$ cat src/rtl/ram32_byte_host.sv
// rtl/ram32_byte_host.sv - byte-stream command front end for a 32x32 byte-writable RAM macro
module ram32_byte_host (
  input  logic        clk,
  input  logic        rst_n,
  input  logic        cmd_valid,
  input  logic [7:0]  cmd_byte,
  output logic        cmd_ready,
  output logic        rsp_valid,
  output logic [7:0]  rsp_byte,
  input  logic        rsp_ready,
  output logic        ram_en,
  output logic [3:0]  ram_we,
  output logic [4:0]  ram_a,
  output logic [31:0] ram_di,
  input  logic [31:0] ram_do,
  output logic        busy
);

  typedef enum logic [2:0] {
    S_IDLE, S_MASK, S_DATA, S_WR, S_ACK, S_RD, S_CAP, S_RSP
  } state_t;

  state_t      state, state_nx;
  logic [4:0]  addr;
  logic [3:0]  mask;
  logic [31:0] wdata;
  logic [31:0] shift;
  logic [1:0]  cnt;
  logic        ready_en;
  logic        cmd_acc;
  logic        rsp_acc;

  // ready_en holds cmd_ready low during reset and until the first edge after release
  assign cmd_ready = ready_en && (state == S_IDLE || state == S_MASK || state == S_DATA);
  assign cmd_acc   = cmd_valid && cmd_ready;
  assign rsp_acc   = rsp_valid && rsp_ready;

  // RAM and status outputs are decoded from registers only; reset clears any pulse at once
  always_comb begin
    ram_en    = (state == S_WR) || (state == S_RD);
    ram_we    = (state == S_WR) ? mask : 4'h0;
    ram_a     = addr;
    ram_di    = wdata;
    busy      = (state != S_IDLE);
    rsp_valid = (state == S_ACK) || (state == S_RSP);
    rsp_byte  = 8'h00;
    if (state == S_ACK) begin
      rsp_byte = {3'b101, addr};
    end else if (state == S_RSP) begin
      rsp_byte = shift[7:0];
    end
  end

  // next-state decode for frame parsing, RAM access and response streaming
  always_comb begin
    state_nx = state;
    case (state)
      S_IDLE: if (cmd_acc) state_nx = cmd_byte[7] ? (cmd_byte[6] ? S_MASK : S_DATA) : S_RD;
      S_MASK: if (cmd_acc) state_nx = S_DATA;
      S_DATA: if (cmd_acc && cnt == 2'd3) state_nx = S_WR;
      S_WR:   state_nx = S_ACK;
      S_ACK:  if (rsp_ready) state_nx = S_IDLE;
      S_RD:   state_nx = S_CAP;
      S_CAP:  state_nx = S_RSP;
      S_RSP:  if (rsp_ready && cnt == 2'd3) state_nx = S_IDLE;
      default: state_nx = S_IDLE;
    endcase
  end

  // state register
  always_ff @(posedge clk or negedge rst_n) begin
    if (!rst_n) begin
      state    <= S_IDLE;
      ready_en <= 1'b0;
    end else begin
      state    <= state_nx;
      ready_en <= 1'b1;
    end
  end

  // frame datapath: address/mask capture, LSB-first word assembly, read shift-out
  always_ff @(posedge clk or negedge rst_n) begin
    if (!rst_n) begin
      addr  <= 5'd0;
      mask  <= 4'h0;
      wdata <= 32'd0;
      shift <= 32'd0;
      cnt   <= 2'd0;
    end else begin
      case (state)
        S_IDLE: if (cmd_acc) begin
          addr <= cmd_byte[4:0];
          mask <= 4'hF;
          cnt  <= 2'd0;
        end
        S_MASK: if (cmd_acc) mask <= cmd_byte[3:0];
        S_DATA: if (cmd_acc) begin
          wdata <= {cmd_byte, wdata[31:8]};
          cnt   <= cnt + 2'd1;
        end
        S_CAP: begin
          shift <= ram_do;
          cnt   <= 2'd0;
        end
        S_RSP: if (rsp_acc) begin
          shift <= {8'h00, shift[31:8]};
          cnt   <= cnt + 2'd1;
        end
        default: ;
      endcase
    end
  end

endmodule
$ cat config.mk
export PLATFORM = sky130hd
export DESIGN_NAME = ram32_byte_host
export DESIGN_NICKNAME = d
export VERILOG_FILES = /design/src/rtl/ram32_byte_host.sv
export SDC_FILE = /design/constraint.sdc
export NUM_CORES = 1
export LEC_CHECK = 0
export CAP_MARGIN = 30
export CORE_UTILIZATION = 48
export CTS_CLUSTER_DIAMETER = 30
export DETAILED_ROUTE_END_ITERATION = 6
export PLACE_DENSITY = 0.79
export RECOVER_POWER = 100
export SLEW_MARGIN = 15
export SYNTH_ARGS = -nofsm -noshare
export SYNTH_HDL_FRONTEND = slang
export SYNTH_SLANG_ARGS = --single-unit
$ cat constraint.sdc
create_clock -name clk -period 1.83 [get_ports clk]
set_input_delay 0.4575 -clock clk [delete_from_list [all_inputs] [get_ports clk]]
set_output_delay 0.4575 -clock clk [all_outputs]
set_load 0.01 [all_outputs]
* After elaboration in Yosys (flattened, before gate mapping) *
Cells that the tools add are included.

storage, ports and cells
  bits in registers = 79
  input bits = 44
  output and inout port bits = 53

operators by class
  reductions and logical operators = 20
  equality and inequality tests = 15
  add/sub/neg operators = 1
  muxes and demuxes = 20

operators with widths
  kind                                           count
  case mux 32 bit (2 select lines)               1
  two-way mux 32 bit                             1
  case mux 3 bit (8 select lines)                1
  two-way mux 3 bit                              6
  two-way mux 8 bit                              2
  == test 3 bit, second input constant           4
  two-way mux 4 bit                              3
  != test 2 bit, second input constant           5
  two-way mux 2 bit                              4
  case mux 2 bit (4 select lines)                1
  case mux 4 bit (2 select lines)                1
  == test 3 x 2 -> 1 bit, second input constant  2
  AND reduction 2 bit                            3
  logical AND 1 bit                              5
  AND reduction 5 bit                            1
  logical OR 1 bit                               4
  != test 2 x 1 -> 1 bit, second input constant  2
  AND reduction 4 bit                            1
  nonzero test 2 bit                             2
  nonzero test 4 bit                             1
  == test 3 x 1 -> 1 bit, second input constant  1
  logical NOT 3 bit                              1
  AND reduction 3 bit                            1
  nonzero test 3 bit                             1
  2 further kinds                                2

* Logic depth before layout (Yosys ltp) *
  depth in word-level cells = 8
  mapped depth = 6

* Least setup slack after synthesis *
No wires, ideal clock.

  kind = reg-to-output
  start = register state[1]
  end = output port rsp_byte[1]
  required time = 1.372 ns
  stages on the path, launching flop included = 6
  slack = 0.106 ns
  arrival = 1.267 ns
  buffers on the path = 2
  cell sequence = dfrtp_1 buf_2 and2_1 clkbuf_1 a22oi_1 nor2b_1

between the ends
  cells in the longest elaborated chain, start to end = 3
  elaborated cells on any way between the ends = 4
  classes of those cells = eq/ne (2); mux (2)

ends and longest elaborated chain
  item                    RTL line  text
  from (decl)             23        state_t state, state_nx;
  from (signal assigned)  76        state <= state_nx;
  == test 3 bit           49        end else if (state == S_RSP) begin
  two-way mux 8 bit       49
  two-way mux 8 bit (*)   47        if (state == S_ACK) begin
  to (decl)               9         output logic [7:0] rsp_byte,

Mark *: on every way between the ends. The rest lies on a longest branch, timed or not.

* Worst setup path in the final report *
  start = register state[0]
  end = output port busy

between the ends
  cells in the longest elaborated chain, start to end = 1

ends and longest elaborated chain
  item                RTL line  text
  nonzero test 3 bit  44        busy = (state != S_IDLE);
  to (decl)           16        output logic busy

No other way between the ends.

==> impl_metrics.yaml <==
synth:
  synth_seq_cells: 79
  synth.distinct_cells: 44
  synth_edf_count: 0
  synthCells: 292
  yosys-top-cells-area: "dfrtp_1 55%, mux2_2 8.5%, mux2i_1 7.3%"
  syn_area_um2: 3580
  ys_warn_count: 0
  syn-mean-instance-area_um2: 12.3
  synth_top_area_share_pct: 55.2
  yosys.area.top_type: "dfrtp_1"
  ys_async_sr_fraction_pct: 100
  ys_seq_area_share_pct: 55.2
  synth_top_flop_cell: "dfrtp_1"
  syn-num-nets: 337
placement:
  place_congestion: 0.778
  dpl.cell_count: 485
  dp_slack_ps: -256
  port_buffers: 96
  hpwlAfterDp_um: 5290
global_routing:
  grt_max_degree: 57
  grt_overflow: 0
  grt_pass1_wl_um: 11900
  antenna_found_initial: 0
  gr-usage-all-layers_pct: 19.8
  grt_pass1_vias: 2466
floorplanning:
  ios: 97
  start_util_pct: 49.4
  coreArea_um2: 7250
  die_w_um: 88.4
  die-area_um2: 7820
  core.rowCount: 31
  die_height_um: 88.4
detailed_routing:
  drt_iter0_drc: 56
  num_vias: 2575
  ant_nets: 0
  wl_per_cell_um: 14.5
  drcViolationCount: 0
  dr.pass1.iters: 4
  routed_wirelength_um: 7360
  post_drt_via_cell_ratio: 5.08
cells_and_area:
  nets: 448
  syn_to_final_growth_pct: 38.0
  nFillCells: 559
  drive_above_1_share_pct: 27.0
  ff_latch_area_um2: 1980
  fin_cells: 507
  multi_input_area_um2: 1510
  n_antenna_cell: 0
power:
  irDropWorstVdd_mv: 0.718
  power_leakage_uw: 0.00230
  p_per_area_nw_per_um2: 1510
clock_network:
  clk_latency_ps: 340
  clockRootBuffer: "clkbuf_8"
  clockBufferDepth: 2
  htreeDepth: 3
  clkSlewWorstSetupHoldPaths_ps: 80
  cts_tree: "yes"
  cts_sinks: 79
  numCtsBuffers: 9
  postCtsHoldBufs: 0
sta:
  period_needed_ps: 1930
  rsz0062_at_grt: "yes"
  fin_crit_sh_pct: 105
  holdWs_ps: 170
  setup_tns_ps: -191
  fmax_mhz: 519
  max_slew_margin_pct: 49.4
  report.final.slew_viol_count: 0
  worst_pin_slew_ps: 759
  hold_viol_final: 0
  setup_ws_ps: -96.8
  setup_violations: 6
  finClkSkew_ps: 8.77
critical_path:
  path_max_fanout: 12
  critPathKind: "flop to output pin"
  worstPathArrival_ps: 1470
  crit_path_max_incr_delay_ps: 440
  cp-end-kind: "output pin"
  cp.required_ps: 1370
  crit_family: "flip-flops"
  path_buf_inv: 2
  worstPathCellList: "buf_6 > or3_1 > buf_2"
  reg2reg_slack_ps: 40
  critPathSlowestCell: "dfrtp_2"
  startpoint: "state[0]"
  timing.rr.start: "state[2]"
  cp-start-kind: "flop"
worst_hold_path:
  min_path_type: "input pin to asynchronous set/reset pin"
run:
  cap_viol_max_count: 0
run_status:
  violations: "setup timing"
  status: "finished with violations"
## sequential cells by signal, summed over array words and instances (netlist names)
signal / cells
shift: 32
mask: 4
cnt: 2
ram_a: 5
ram_di: 32
state: 3
ready_en: 1
## metal layers
metal	GRT usage, %	up-vias	part of all wire (%)
met2	30.9	91	47
met1	26.7	1217	45
met5	0	-	0
li1	-	1254	-
met3	4.76	13	6.0
met4	7.92	0	1.7
## layout make-up
cell class	count	share of cell area, %
Clock inverter	5	1.64
Timing Repair Buffer	119	22.0
Inverter	5	0.379
Multi-Input combinational cell	189	30.6
Tap cell	99	2.50
Clock buffer	11	2.86
Sequential cell	79	40.0
## per-stage QoR
step / instance area [um2] / total power, uW / utilization [%]
after floorplan: 3580 / 4710 / -
after global placement: 4750 / 6030 / 65.6
after detailed placement: 4750 / 6140 / 65.6
after CTS: 4960 / 7510 / 68.3
after global routing: 4950 / 8010 / 68.2
final: 4950 / 7490 / 68.2
## layout by cell type, fill, tap and decap left out, types with 2 or more instances in the layout
cell type,n
buf_4,10
buf_2,15
clkbuf_8,10
dlygate4sd3_1,2
mux2i_1,26
buf_12,3
a21oi_2,2
dfrtp_2,2
bufinv_16,2
inv_1,4
o21bai_1,2
a22oi_2,4
o21ai_1,2
mux2_4,10
o21ai_0,33
nor2b_1,9
a22o_1,8
and3_1,2
clkbuf_2,4
buf_6,5
nor3_1,4
clkbuf_1,4
nand2_1,30
dfrtp_1,77
and2_4,2
clkdlybuf4s50_1,77
a21oi_1,4
mux2_2,27
## cell usage after synthesis (2+ instances only)
master	n
nor2_1	2
o21ai_0	34
a22oi_1	5
clkbuf_1	7
buf_2	5
mux2i_1	26
o21bai_1	2
nor2b_1	9
a22o_1	8
dfrtp_1	79
mux2_2	27
mux2_4	10
and3_1	2
nor3_1	4
nand2_1	30
a21oi_1	6
buf_6	6
inv_1	4
## report_power, final
group	switching, uW	internal (uW)	total [uW]
sequential	416	2380	2800
combinational	1510	1760	3280
clock	611	806	1420
## worst paths after layout
check | depth (start not counted) | to
setup reg to reg | 6 | cnt[1]
min in group clk | 2 | shift[13]
max in group asynchronous | 2 | ram_di[13]
setup / recovery | 3 | busy
hold reg to reg | 2 | shift[13]
hold / removal | 1 | ram_di[1]
## cell families after synthesis
| family | Yosys count | synth area share, % |
|---|---|---|
| flops | 79 | 55.2 |
| mux | 64 | 20.3 |
| compound gates | 63 | 10.8 |
| simple gates | 58 | 8.90 |
| buf+inv | 25 | 4.15 |
| fa+ha+maj | 1 | 0.349 |
| other cells | 1 | 0.105 |
| xor+xnor | 1 | 0.244 |
## what timing repair did
action                                 in CTS  in global routing
pin swaps                                   5                  1
setup buffers                               5                  1
setup endpoints to repair                  16                 16
cloned                                      0                  1
endpoints found under the hold margin       0                  0
gates resized for setup                    74                 11
Note: power is estimated with default switching activity, not from simulation.
